**src/rtl/pattern_det_pkg.sv**
```systemverilog
// Shared definitions for the serial pattern detector: state-width helper and
// overlap-mode encodings.
package pattern_det_pkg;

   localparam logic OVL_ON  = 1'b1;
   localparam logic OVL_OFF = 1'b0;

   function automatic int clog2(input int n);
      int r;
      r = 0;
      for (int v = n - 1; v > 0; v = v >> 1) r++;
      return r;
   endfunction

endpackage

```
**src/rtl/pattern_detector_if.sv**
```systemverilog
// Serial-input / detect-output bundle of the pattern detector. The master drives
// the sample stream and pattern loads; the slave (detector) returns detections.
interface pattern_detector_if #(
   parameter int PAT_W = 4,
   parameter int CNT_W = 8
);
   import pattern_det_pkg::*;
   localparam int SW = clog2(PAT_W);

   logic             en;
   logic             x;
   logic             overlap;
   logic             pat_load;
   logic [PAT_W-1:0] pat_in;
   logic             y;
   logic             y_q;
   logic [SW-1:0]    state;
   logic [CNT_W-1:0] cnt;
   logic             cnt_ovf;

   modport master (
      output en, x, overlap, pat_load, pat_in,
      input  y, y_q, state, cnt, cnt_ovf
   );

   modport slave (
      input  en, x, overlap, pat_load, pat_in,
      output y, y_q, state, cnt, cnt_ovf
   );

endinterface

```
**src/rtl/pattern_next_state.sv**
```systemverilog
// Combinational KMP step: from the current prefix length, the recent history
// and the incoming bit, produce the next prefix length, match and pattern border.
module pattern_next_state
   import pattern_det_pkg::*;
#(
   parameter int  PAT_W = 4,
   localparam int SW    = clog2(PAT_W)
) (
   input  logic [PAT_W-1:0] pat,
   input  logic [PAT_W-2:0] hist,
   input  logic [SW-1:0]    k,
   input  logic             b,
   output logic [SW-1:0]    next_k,
   output logic             match,
   output logic [SW-1:0]    border
);

   logic [PAT_W-1:0] seq;
   logic [PAT_W-1:0] ones;
   logic [PAT_W-1:0] mask;

   // seq[j-1:0] holds the last j accepted bits, oldest at the top, aligned with
   // the pattern's first j bits after shifting pat down by PAT_W-j.
   always_comb begin
      seq    = {hist, b};
      ones   = '1;
      mask   = '0;
      next_k = '0;
      border = '0;
      match  = (k == SW'(PAT_W - 1)) && (b == pat[0]);
      for (int j = 1; j < PAT_W; j++) begin
         mask = ones >> (PAT_W - j);
         if ((j <= int'(k) + 1) && ((seq & mask) == ((pat >> (PAT_W - j)) & mask)))
            next_k = SW'(j);
         if ((pat & mask) == ((pat >> (PAT_W - j)) & mask))
            border = SW'(j);
      end
   end

endmodule

```
**src/rtl/pattern_detector.sv**
```systemverilog
// Run-time reloadable serial pattern detector with overlap control, Mealy and
// registered detect outputs, and a saturating match counter.
module pattern_detector
   import pattern_det_pkg::*;
#(
   parameter int               PAT_W   = 4,
   parameter logic [PAT_W-1:0] PATTERN = 4'b1001,
   parameter int               CNT_W   = 8
) (
   input logic               clk,
   input logic               reset,
   pattern_detector_if.slave bus
);

   localparam int SW = clog2(PAT_W);

   logic [PAT_W-1:0] pat_q,   pat_d;
   logic [PAT_W-2:0] hist_q,  hist_d;
   logic [SW-1:0]    state_q, state_d;
   logic [CNT_W-1:0] cnt_q,   cnt_d;
   logic             ovf_q,   ovf_d;
   logic             y_q,     y_d;

   logic [SW-1:0]    nxt_k;
   logic [SW-1:0]    border;
   logic             match;
   logic [PAT_W-1:0] seq;
   logic             y;

   pattern_next_state #(.PAT_W(PAT_W)) u_next (
      .pat    (pat_q),
      .hist   (hist_q),
      .k      (state_q),
      .b      (bus.x),
      .next_k (nxt_k),
      .match  (match),
      .border (border)
   );

   assign seq = {hist_q, bus.x};
   assign y   = bus.en & ~bus.pat_load & ~reset & match;

   // A pattern load outranks sampling: the bit on that edge is dropped.
   always_comb begin
      pat_d   = pat_q;
      hist_d  = hist_q;
      state_d = state_q;
      cnt_d   = cnt_q;
      ovf_d   = ovf_q;
      y_d     = 1'b0;
      if (bus.pat_load) begin
         pat_d   = bus.pat_in;
         hist_d  = '0;
         state_d = '0;
         cnt_d   = '0;
         ovf_d   = 1'b0;
      end else if (bus.en) begin
         y_d     = y;
         hist_d  = seq[PAT_W-2:0];
         state_d = nxt_k;
         if (match) begin
            if (cnt_q == '1) ovf_d = 1'b1;
            else             cnt_d = cnt_q + 1'b1;
            if (bus.overlap == OVL_OFF) begin
               hist_d  = '0;
               state_d = '0;
            end else begin
               state_d = border;
            end
         end
      end
   end

   always_ff @(posedge clk or posedge reset) begin
      if (reset) begin
         pat_q   <= PATTERN;
         hist_q  <= '0;
         state_q <= '0;
         cnt_q   <= '0;
         ovf_q   <= 1'b0;
         y_q     <= 1'b0;
      end else begin
         pat_q   <= pat_d;
         hist_q  <= hist_d;
         state_q <= state_d;
         cnt_q   <= cnt_d;
         ovf_q   <= ovf_d;
         y_q     <= y_d;
      end
   end

   assign bus.y       = y;
   assign bus.y_q     = y_q;
   assign bus.state   = state_q;
   assign bus.cnt     = cnt_q;
   assign bus.cnt_ovf = ovf_q;

endmodule

```
**src/flat_wrapper.sv**
```systemverilog
// flat-port wrapper written by rule: the top's interface ports become plain ports
module pattern_detector_flat import pattern_det_pkg::*;
#(
   parameter int               PAT_W   = 4,
   parameter logic [PAT_W-1:0] PATTERN = 4'b1001,
   parameter int               CNT_W   = 8
)
  (clk, reset, bus_en, bus_x, bus_overlap, bus_pat_load, bus_pat_in, bus_y, bus_y_q, bus_state, bus_cnt, bus_cnt_ovf);
  pattern_detector_if #(.PAT_W(PAT_W), .CNT_W(CNT_W)) bus_i ();
  input logic clk;
  input logic reset;
  input wire logic [$bits(bus_i.en)-1:0] bus_en;
  input wire logic [$bits(bus_i.x)-1:0] bus_x;
  input wire logic [$bits(bus_i.overlap)-1:0] bus_overlap;
  input wire logic [$bits(bus_i.pat_load)-1:0] bus_pat_load;
  input wire logic [$bits(bus_i.pat_in)-1:0] bus_pat_in;
  output wire logic [$bits(bus_i.y)-1:0] bus_y;
  output wire logic [$bits(bus_i.y_q)-1:0] bus_y_q;
  output wire logic [$bits(bus_i.state)-1:0] bus_state;
  output wire logic [$bits(bus_i.cnt)-1:0] bus_cnt;
  output wire logic [$bits(bus_i.cnt_ovf)-1:0] bus_cnt_ovf;
  assign bus_i.en = bus_en;
  assign bus_i.x = bus_x;
  assign bus_i.overlap = bus_overlap;
  assign bus_i.pat_load = bus_pat_load;
  assign bus_i.pat_in = bus_pat_in;
  assign bus_y = bus_i.y;
  assign bus_y_q = bus_i.y_q;
  assign bus_state = bus_i.state;
  assign bus_cnt = bus_i.cnt;
  assign bus_cnt_ovf = bus_i.cnt_ovf;
  pattern_detector #(.PAT_W(PAT_W), .PATTERN(PATTERN), .CNT_W(CNT_W)) u_core (.clk(clk), .reset(reset), .bus(bus_i));
endmodule
```
**config.mk**
```make
export PLATFORM = sky130hd
export DESIGN_NAME = pattern_detector_flat
export DESIGN_NICKNAME = d
export VERILOG_FILES = /design/src/rtl/pattern_det_pkg.sv /design/src/rtl/pattern_detector_if.sv /design/src/rtl/pattern_next_state.sv /design/src/rtl/pattern_detector.sv /design/src/flat_wrapper.sv
export SDC_FILE = /design/constraint.sdc
export NUM_CORES = 1
export LEC_CHECK = 0
export BUFFER_PORTS_ARGS = -buffer_cell sky130_fd_sc_hd__buf_2
export CAP_MARGIN = 20
export CORE_UTILIZATION = 25
export CTS_CLUSTER_SIZE = 20
export DETAILED_ROUTE_END_ITERATION = 8
export GPL_ROUTABILITY_DRIVEN = 0
export SETUP_SLACK_MARGIN = 0.2
export SLEW_MARGIN = 20
export SYNTH_ARGS = -nofsm -noshare
export SYNTH_HDL_FRONTEND = slang
export SYNTH_SLANG_ARGS = --single-unit
export TNS_END_PERCENT = 20
```
**constraint.sdc**
```tcl
create_clock -name clk -period 5.1 [get_ports clk]
set_clock_uncertainty 0.05 [all_clocks]
set_input_delay 0.765 -clock clk [delete_from_list [all_inputs] [get_ports clk]]
set_output_delay 0.765 -clock clk [all_outputs]
set_load 0.05 [all_outputs]
```
==> results_dict.tcl, run 1 <==
set metrics [dict create \
    grt_util_all_layers_pct 12.0 \
    yosys_warnings 0 \
    mostFrequentLayoutCells "buf_2, dfrtp_1, a21oi_1, nand2_1" \
    htree_num_levels 1 \
    hold_end "u_core.bus.cnt_ovf" \
    worst-setup-path-type "in2out" \
    clockBufferDepth 2 \
    static-leakage-power_nw 0.552 \
    drv_slew 0 \
    initial_utilization_pct 26.5 \
    worstRegToRegCells 5 \
    grt_pass1_vias 900 \
    cts_repair_resize_count 0 \
    die_outline_area_um2 4610 \
    initialDrtViolationCount 26 \
    synthesis.area_um2 1080 \
    worst_pin_slew_ps 682 \
    drtPass1Iterations 4 \
    clock_insertion_delay_at_the_later_pin_of_the_skew_report_ps 270 \
    timing.rr.end "u_core.bus.cnt[0]" \
    placementRows 23 \
    cts-hold-fix-buffers 0 \
    biggest_area_consumer_among_synthesized_cells "dfrtp_1" \
    synthesis.nets 118 \
    timing.max_cap.violations 0 \
    clock-sinks 18 \
    grt_setup_unrepaired "no" \
    dpl_cell_area_um2 1220 \
    async_reset_ff_share_pct 100 \
    drt.antenna.violating_nets 0 \
    synth-seq-cells 18 \
    critical_path_peak_fanout 10 \
    insertedDiodeCount 0 \
    tritoncts "built" \
    final_hold_fails 0 \
    detail_route.wl_per_cell_um 13.8 \
    final_routed_wirelength_across_all_metal_layers_um 2440 \
    critical_path.reg2reg.startpoint "u_core.bus.cnt[1]" \
    area.growth.synth_to_final_pct 17.0 \
    cells_after_synthesis 107 \
    clk_transition_reported_paths_ps 80 \
    die_w_um 67.9 \
    final.setup.tns_ps 0 \
    power.density_nw_per_um2 241 \
    synth_edf_count 0 \
    io-pin-count 23 \
    drt_drc_violations_left 0 \
    netlist.area_leader.share_pct 36.9 \
    timing.critical_path.to_type "primary output" \
    max-slew-margin-rel_pct 54.5 \
    max_freq_mhz 389 \
    timing.hold.ws_ps 456 \
    grt_first_pass_wirelength_um 4120 \
    via_per_inst 5.14 \
    regToRegSetupSlack_ps 3360 \
    timing.critical_path.arrival_ps 1750 \
    synth.top_cells.by_area "dfrtp_1, mux2_2, dfstp_2, xnor2_1, a21oi_1" \
    cts.repair_timing.setup_buffer_count 0 \
    cp.required_ps 4280 \
    post_synth.cell_area_avg_um2 10.1 \
    dp_hpwl_um 1790 \
    post_route_cells_drive_above_1_share_pct 29.9 \
    fp.coreArea_um2 4090 \
    startpoint_type "primary input" \
    final_common_cell "buf_2" \
    grt-ovfl-total 0 \
    layout.cell_area.non_filler_um2 1270 \
    post_route_minimum_period_ps 2570 \
    post-route-period-util_pct 50.4 \
    hold_path.startpoint "u_core.bus.cnt_ovf" \
    portBuffers 22 \
    num_vias 910 \
    ys.flop_type "dfrtp_1" \
    antenna_found_initial 0 \
    synth_seq_area_share_pct 41.8 \
    cts_buffers 3 \
    hold_path_class "reg2reg" \
    distinct_cell_type_count_after_synthesis 40 \
    hold-path-cell-count 1 \
    run_status "finished, final reports clean" \
    cts_root_buf "clkbuf_8" \
    report.final.setup_viol 0 \
    largest_net_degree_at_the_start_of_global_routing 25 \
    ir_drop_mv 0.139 \
    die_h_um 67.9 \
    nNetsFinal 139 \
]
==> critical path, cell delays in order <==
cell and delay (ps):
buf_2 170, xnor2_4 240, nand3_4 150, nor3_1 140, buf_2 290
==> cells in the mapped netlist (4+ instances only) <==
cell type,n
a21oi_1,7
dfrtp_1,16
mux2_2,5
nand2_1,6
nand4_1,4
nor2_1,5
nor3_1,4
o31ai_1,4
xnor2_1,5
xor2_1,4
==> cell families after synthesis <==
logic type      Yosys count  synth area share [%]
buf+inv                   9                  4.15
simple gates             41                  22.6
compound gates           21                  13.5
fa+ha+maj                 1                  1.15
flops                    18                  41.8
mux                       7                  7.04
xor+xnor                 10                  9.80
==> worst max-delay path by stage <==
stage          start    end  slack [ps]  cells after the start
6_report       bus_x  bus_y        2530                      5
5_1_grt        bus_x  bus_y        2460                      5
4_1_cts        bus_x  bus_y        2530                      5
3_5_place_dp   bus_x  bus_y        2530                      5
3_3_place_gp   bus_x  bus_y        2560                      5
2_1_floorplan  bus_x  bus_y        2000                      4
==> through the flow <==
step / setup WS (ps) / std cells / total power, mW / utilization, %
2_1_floorplan: 2000 / 107 / 0.192 / -
3_3_place_gp: 2560 / 173 / 0.200 / 29.9
3_5_place_dp: 2530 / 173 / 0.202 / 29.9
4_1_cts: 2530 / 177 / 0.310 / 31.0
5_1_grt: 2460 / 177 / 0.320 / 31.0
6_report: 2530 / 177 / 0.306 / 31.0
==> area by class of cell <==
class,count,area [µm²]
well taps,50,62.6
multi-input cells,80,587
repair buffers,22,110
inverters,3,11.3
flip-flops and latches,18,453
clock buffers,4,45.0
fillers,423,2820
==> state kept, by name (all words and copies together) (netlist names) <==
register,flops
u_core.bus.y_q,1
u_core.pat_q,4
u_core.bus.cnt_ovf,1
u_core.bus.cnt,8
u_core.bus.state,2
u_core.hist_q,2
==> power by group <==
group / total, mW / internal (mW) / switching (mW) / leakage, nW
Combinational: 0.0405 / 0.0188 / 0.0216 / 0.291
Sequential: 0.158 / 0.149 / 0.00890 / 0.239
Clock: 0.107 / 0.0557 / 0.0517 / 0.0228
Total: 0.306 / 0.223 / 0.0822 / 0.552
==> metal layers <==
layer | GRT usage (%) | vias to the layer above | share of wire (%)
met5 | 0 | - | 0
met4 | 6.77 | 0 | 1.7
met3 | 2.17 | 5 | 2.9
li1 | - | 435 | -
met2 | 18.3 | 16 | 50
met1 | 16.0 | 454 | 46
Power figures use the tool's default switching activity.
==> inputs of run 2 (changes only) <==
Clock period 5.1 ns to 2.3 ns, I/O delays scaled along.
==> run 2 against run 1 <==
Die area stayed put. Critical path type is now reg2out. Combinational power is 120% higher. Clock power is 110% higher.
==> results_dict.tcl, run 2 (same netlist as run 1, synthesis figures left out) <==
set metrics [dict create \
    run_status "finished, final reports clean" \
    timing.max_cap.violations 0 \
    drt_drc_violations_left 0 \
    max_freq_mhz 502 \
    drv_slew 0 \
    final_hold_fails 0 \
    hold_path_class "in2async" \
    initialDrtViolationCount 27 \
    max-slew-margin-rel_pct 53.3 \
    worst_path_largest_cell_delay_ps 620 \
    regToRegSetupSlack_ps 550 \
    final.setup.tns_ps 0 \
    via_per_inst 5.05 \
    mostFrequentLayoutCells "buf_2, dfrtp_1, a21oi_1, nand2_1" \
    startpoint_type "flip-flop" \
    setup.worst_path.end "bus_y" \
    timing.critical_path.slowest_stage_cell "dfstp_2" \
    worstRegToRegCells 4 \
    post_route_cells_drive_above_1_share_pct 30.7 \
    post-route-period-util_pct 86.6 \
    cp.required_ps 1900 \
    cts.repair_timing.setup_buffer_count 0 \
    report.final.setup_viol 0 \
    drt.antenna.violating_nets 0 \
    clockBufferDepth 2 \
    htree_num_levels 1 \
    timing.rr.end "u_core.bus.cnt[5]" \
    dp_hpwl_um 1730 \
    critical_path_depth 4 \
    placementRows 23 \
    design_power_total_uw 667 \
    tritoncts "built" \
    num_vias 894 \
    grt_pass1_vias 865 \
    die_outline_area_um2 4610 \
    initial_utilization_pct 26.5 \
    largest_register_ffs 8 \
    worst_pin_slew_ps 699 \
    final_routed_wirelength_across_all_metal_layers_um 2280 \
    post-route-worst-setup-slack_ps 308 \
    grt_setup_unrepaired "no" \
    clk_transition_reported_paths_ps 70 \
    clock-sinks 18 \
    crit_path_cell_trace "xnor2_4 -> nand3_4 -> nor3_2 -> buf_2" \
    ir_drop_mv 0.278 \
    power.density_nw_per_um2 524 \
    die_h_um 67.9 \
    antenna_found_initial 0 \
    grt_util_all_layers_pct 11.4 \
    dpl_worst_slack_ps 558 \
    cts_root_buf "clkbuf_8" \
    portBuffers 22 \
    cts-hold-fix-buffers 0 \
    static-leakage-power_nw 0.554 \
    io-pin-count 23 \
    cp-startpoint "u_core.pat_q[0]" \
    timing.critical_path.to_type "primary output" \
    post_route_minimum_period_ps 1990 \
    largest_net_degree_at_the_start_of_global_routing 25 \
    worst-path-buf-inv 1 \
    grt-ovfl-total 0 \
    fp.coreArea_um2 4090 \
    cts_buffers 3 \
    grt_first_pass_wirelength_um 3940 \
    nNetsFinal 139 \
    timing.critical_path.arrival_ps 1600 \
    cts_repair_resize_count 0 \
    clock_insertion_delay_at_the_later_pin_of_the_skew_report_ps 250 \
    worst-setup-path-type "reg2out" \
    critical_path.reg2reg.startpoint "u_core.pat_q[0]" \
    critical_path_peak_fanout 10 \
    area.growth.synth_to_final_pct 17.4 \
    die_w_um 67.9 \
    final_common_cell "buf_2" \
    insertedDiodeCount 0 \
    drtPass1Iterations 4 \
    detail_route.wl_per_cell_um 12.9 \
    critical-path-top-delay-family "flip-flops" \
]
## run 2: area by class of cell
type / count / area (µm²)
fill: 429 / 2810
multi-input combinational: 80 / 592
sequential: 18 / 453
timing repair buffer: 22 / 110
tap: 50 / 62.6
clock buffer: 4 / 45.0
inverter: 3 / 11.3
## run 2: worst min-delay path by stage
stage | from | end | slack (ps) | cells after the start
6_report | reset | u_core.bus.cnt[7] | 180 | 2
5_1_grt | reset | u_core.bus.y_q | 240 | 2
4_1_cts | reset | u_core.bus.cnt[4] | 200 | 2
3_5_place_dp | u_core.bus.cnt_ovf | u_core.bus.cnt_ovf | 450 | 1
3_3_place_gp | u_core.bus.cnt_ovf | u_core.bus.cnt_ovf | 450 | 1
2_1_floorplan | reset | u_core.bus.cnt[0] | 230 | 1
## run 2: power breakdown
| part | total [mW] | internal (mW) | switching [mW] |
|---|---|---|---|
| sequential | 0.350 | 0.330 | 0.0196 |
| combinational | 0.0896 | 0.0418 | 0.0478 |
| clock | 0.228 | 0.123 | 0.105 |
## run 2: metal layers
metal / GRT usage (%) / vias to the layer above / share of wire, % / routed length, µm
met5: 0 / - / 0 / 0
met3: 2.50 / 2 / 3.1 / 71
met2: 19.3 / 15 / 50 / 1130
li1: - / 435 / - / -
met4: 4.17 / 0 / 0.70 / 16
met1: 14.1 / 442 / 46 / 1060
## run 2: through the flow
step	utilization, %	area, µm²	hold WS [ps]	std cells
2_1_floorplan	-	1090	232	107
3_3_place_gp	30.1	1230	447	173
3_5_place_dp	30.1	1230	448	173
4_1_cts	31.2	1270	202	177
5_1_grt	31.2	1270	242	177
6_report	31.2	1270	177	177
==> inputs of run 3 (changes only) <==
Settings changed: PLACE_DENSITY set to 0.41.
Clock period 2.3 ns to 1.86 ns, I/O delays scaled along.
==> run 3 against run 2 <==
Final cell count grew 3.4%. Via count fell by 0.67%. Sequential power rose by 21%. Clock power rose by 43%. Combinational power rose by 48%. Register-to-register slack worse by 430 ps. Highest routed layer unchanged.
==> results_dict.tcl, run 3 (same netlist as run 1, synthesis figures left out) <==
set metrics [dict create \
    drt.antenna.violating_nets 0 \
    timing.critical_path.arrival_ps 1870 \
    critical_path.reg2reg.startpoint "u_core.pat_q[0]" \
    regToRegSetupSlack_ps 120 \
    timing.critical_path.to_type "flip-flop" \
    nNetsFinal 145 \
    cp.required_ps 1990 \
    final.setup.tns_ps 0 \
    detail_route.wl_per_cell_um 13.6 \
    max_freq_mhz 575 \
    die_w_um 67.9 \
    dpl_worst_slack_ps 142 \
    worst-path-buf-inv 1 \
    final_hold_fails 0 \
    power.density_nw_per_um2 645 \
    crit_path_cell_trace "xnor2_4 -> nand3_4 -> buf_6 -> or4_1 -> a21oi_2" \
    cts-hold-fix-buffers 0 \
    cts_buffers 3 \
    timing.max_cap.violations 0 \
    post_route_minimum_period_ps 1740 \
    die_h_um 67.9 \
    post-route-worst-setup-slack_ps 120 \
    antenna_found_initial 0 \
    worst-setup-path-type "reg2reg" \
    die_outline_area_um2 4610 \
    critical-path-top-delay-family "simple AND/OR/NAND/NOR gates" \
    final_routed_wirelength_across_all_metal_layers_um 2490 \
    largest_register_ffs 8 \
    clk_transition_reported_paths_ps 80 \
    post_route_cells_drive_above_1_share_pct 43.6 \
    area.growth.synth_to_final_pct 26.2 \
    fp.coreArea_um2 4090 \
    grt_first_pass_wirelength_um 4040 \
    via_per_inst 4.85 \
    grt_pass1_vias 853 \
    final_common_cell "buf_2" \
    clockBufferDepth 2 \
    run_status "finished, final reports clean" \
    max-slew-margin-rel_pct 52.9 \
    cts_root_buf "clkbuf_8" \
    switching_share_pct 25.4 \
    timing.rr.end "u_core.bus.cnt[5]" \
    sequentialPowerShare_pct 48.1 \
    drt_drc_violations_left 0 \
    clock_insertion_delay_at_the_later_pin_of_the_skew_report_ps 250 \
    worst_path_largest_cell_delay_ps 580 \
    worst_pin_slew_ps 705 \
    critical_path_peak_fanout 9 \
    grt_util_all_layers_pct 12.1 \
    report.final.setup_viol 0 \
    worstRegToRegCells 5 \
    tritoncts "built" \
    clock_group_share_of_total_power_pct 36.8 \
    placementRows 23 \
    cell_internal_pwr_uw 659 \
    post-route-period-util_pct 93.5 \
    ir_drop_mv 0.372 \
    power.net_switching_uw 224 \
    grt-ovfl-total 0 \
    portBuffers 22 \
    clock-sinks 18 \
    drtPass1Iterations 2 \
    drv_slew 0 \
    grt_setup_unrepaired "yes" \
    initial_utilization_pct 26.5 \
    largest_net_degree_at_the_start_of_global_routing 25 \
    combinationalPowerShare_pct 15.1 \
    initialDrtViolationCount 20 \
    hold_path_class "in2async" \
    timing.critical_path.slowest_stage_cell "dfstp_2" \
    htree_num_levels 1 \
    insertedDiodeCount 0 \
    mostFrequentLayoutCells "buf_2, dfrtp_2, dfrtp_1, nand2_1" \
    static-leakage-power_nw 0.576 \
    num_vias 888 \
    io-pin-count 23 \
    dp_hpwl_um 1840 \
    startpoint_type "flip-flop" \
]
run 3: worst reg2reg max path, delay by kind of cell, from the launching register on:
family | cells | cell delay (ps)
DFF | 1 | 580
xor gates and xnor gates | 1 | 140
buffers and inverters | 1 | 150
and+or+nand+nor | 2 | 600
AOI/OAI and AO/OA | 1 | 140
run 3: what timing repair did:
item                                    CTS  global route
gates resized for setup                   3             2
pin swaps                                 3             1
gates cloned                              0             0
setup buffers                             3             1
endpoints found under the setup margin    5             7
run 3: how the worst max path moves through the flow:
stage | startpoint | end | slack, ps | depth (start not counted)
after floorplan | u_core.pat_q[0] | bus_y | 180 | 3
after global routing | u_core.pat_q[0] | u_core.bus.cnt[5] | 50 | 5
after CTS | u_core.pat_q[0] | bus_y | 130 | 4
after detailed placement | u_core.pat_q[0] | u_core.bus.cnt[0] | 140 | 4
final | u_core.pat_q[0] | u_core.bus.cnt[5] | 120 | 5
after global placement | u_core.pat_q[0] | bus_y | 160 | 4
run 3: cell type report:
cell class                      count  area (µm²)
Multi-Input combinational cell     80         612
Clock buffer                        4        55.1
Tap cell                           50        62.6
Timing Repair Buffer               28         165
Fill cell                         445        2720
Sequential cell                    18         463
Inverter                            3        11.3
run 3: power by group through the flow:
stage               logic, mW  registers [mW]  clock network (mW)
floorplan              0.0926           0.436                   0
global placement        0.124           0.434                   0
detailed placement      0.125           0.434                   0
CTS                     0.136           0.425               0.339
global route            0.147           0.428               0.357
finish                  0.133           0.425               0.325
run 3: metal layers:
metal / share of wire [%] / up-vias / track usage (%)
met1: 47 / 423 / 13.9
met3: 3.4 / 2 / 4.00
met4: 1.0 / 0 / 3.13
met2: 49 / 16 / 21.3
li1: - / 447 / -
met5: 0 / - / 0
run 3: stage by stage:
step | hold WS, ps | instances | util, % | area [µm²] | power [mW]
6_report | 115 | 183 | 33.5 | 1370 | 0.883
5_1_grt | 171 | 183 | 33.5 | 1370 | 0.931
4_1_cts | 154 | 182 | 33.1 | 1350 | 0.900
3_5_place_dp | 435 | 175 | 31.0 | 1270 | 0.560
3_3_place_gp | 427 | 175 | 31.0 | 1270 | 0.558
2_1_floorplan | 166 | 107 | - | 1110 | 0.529
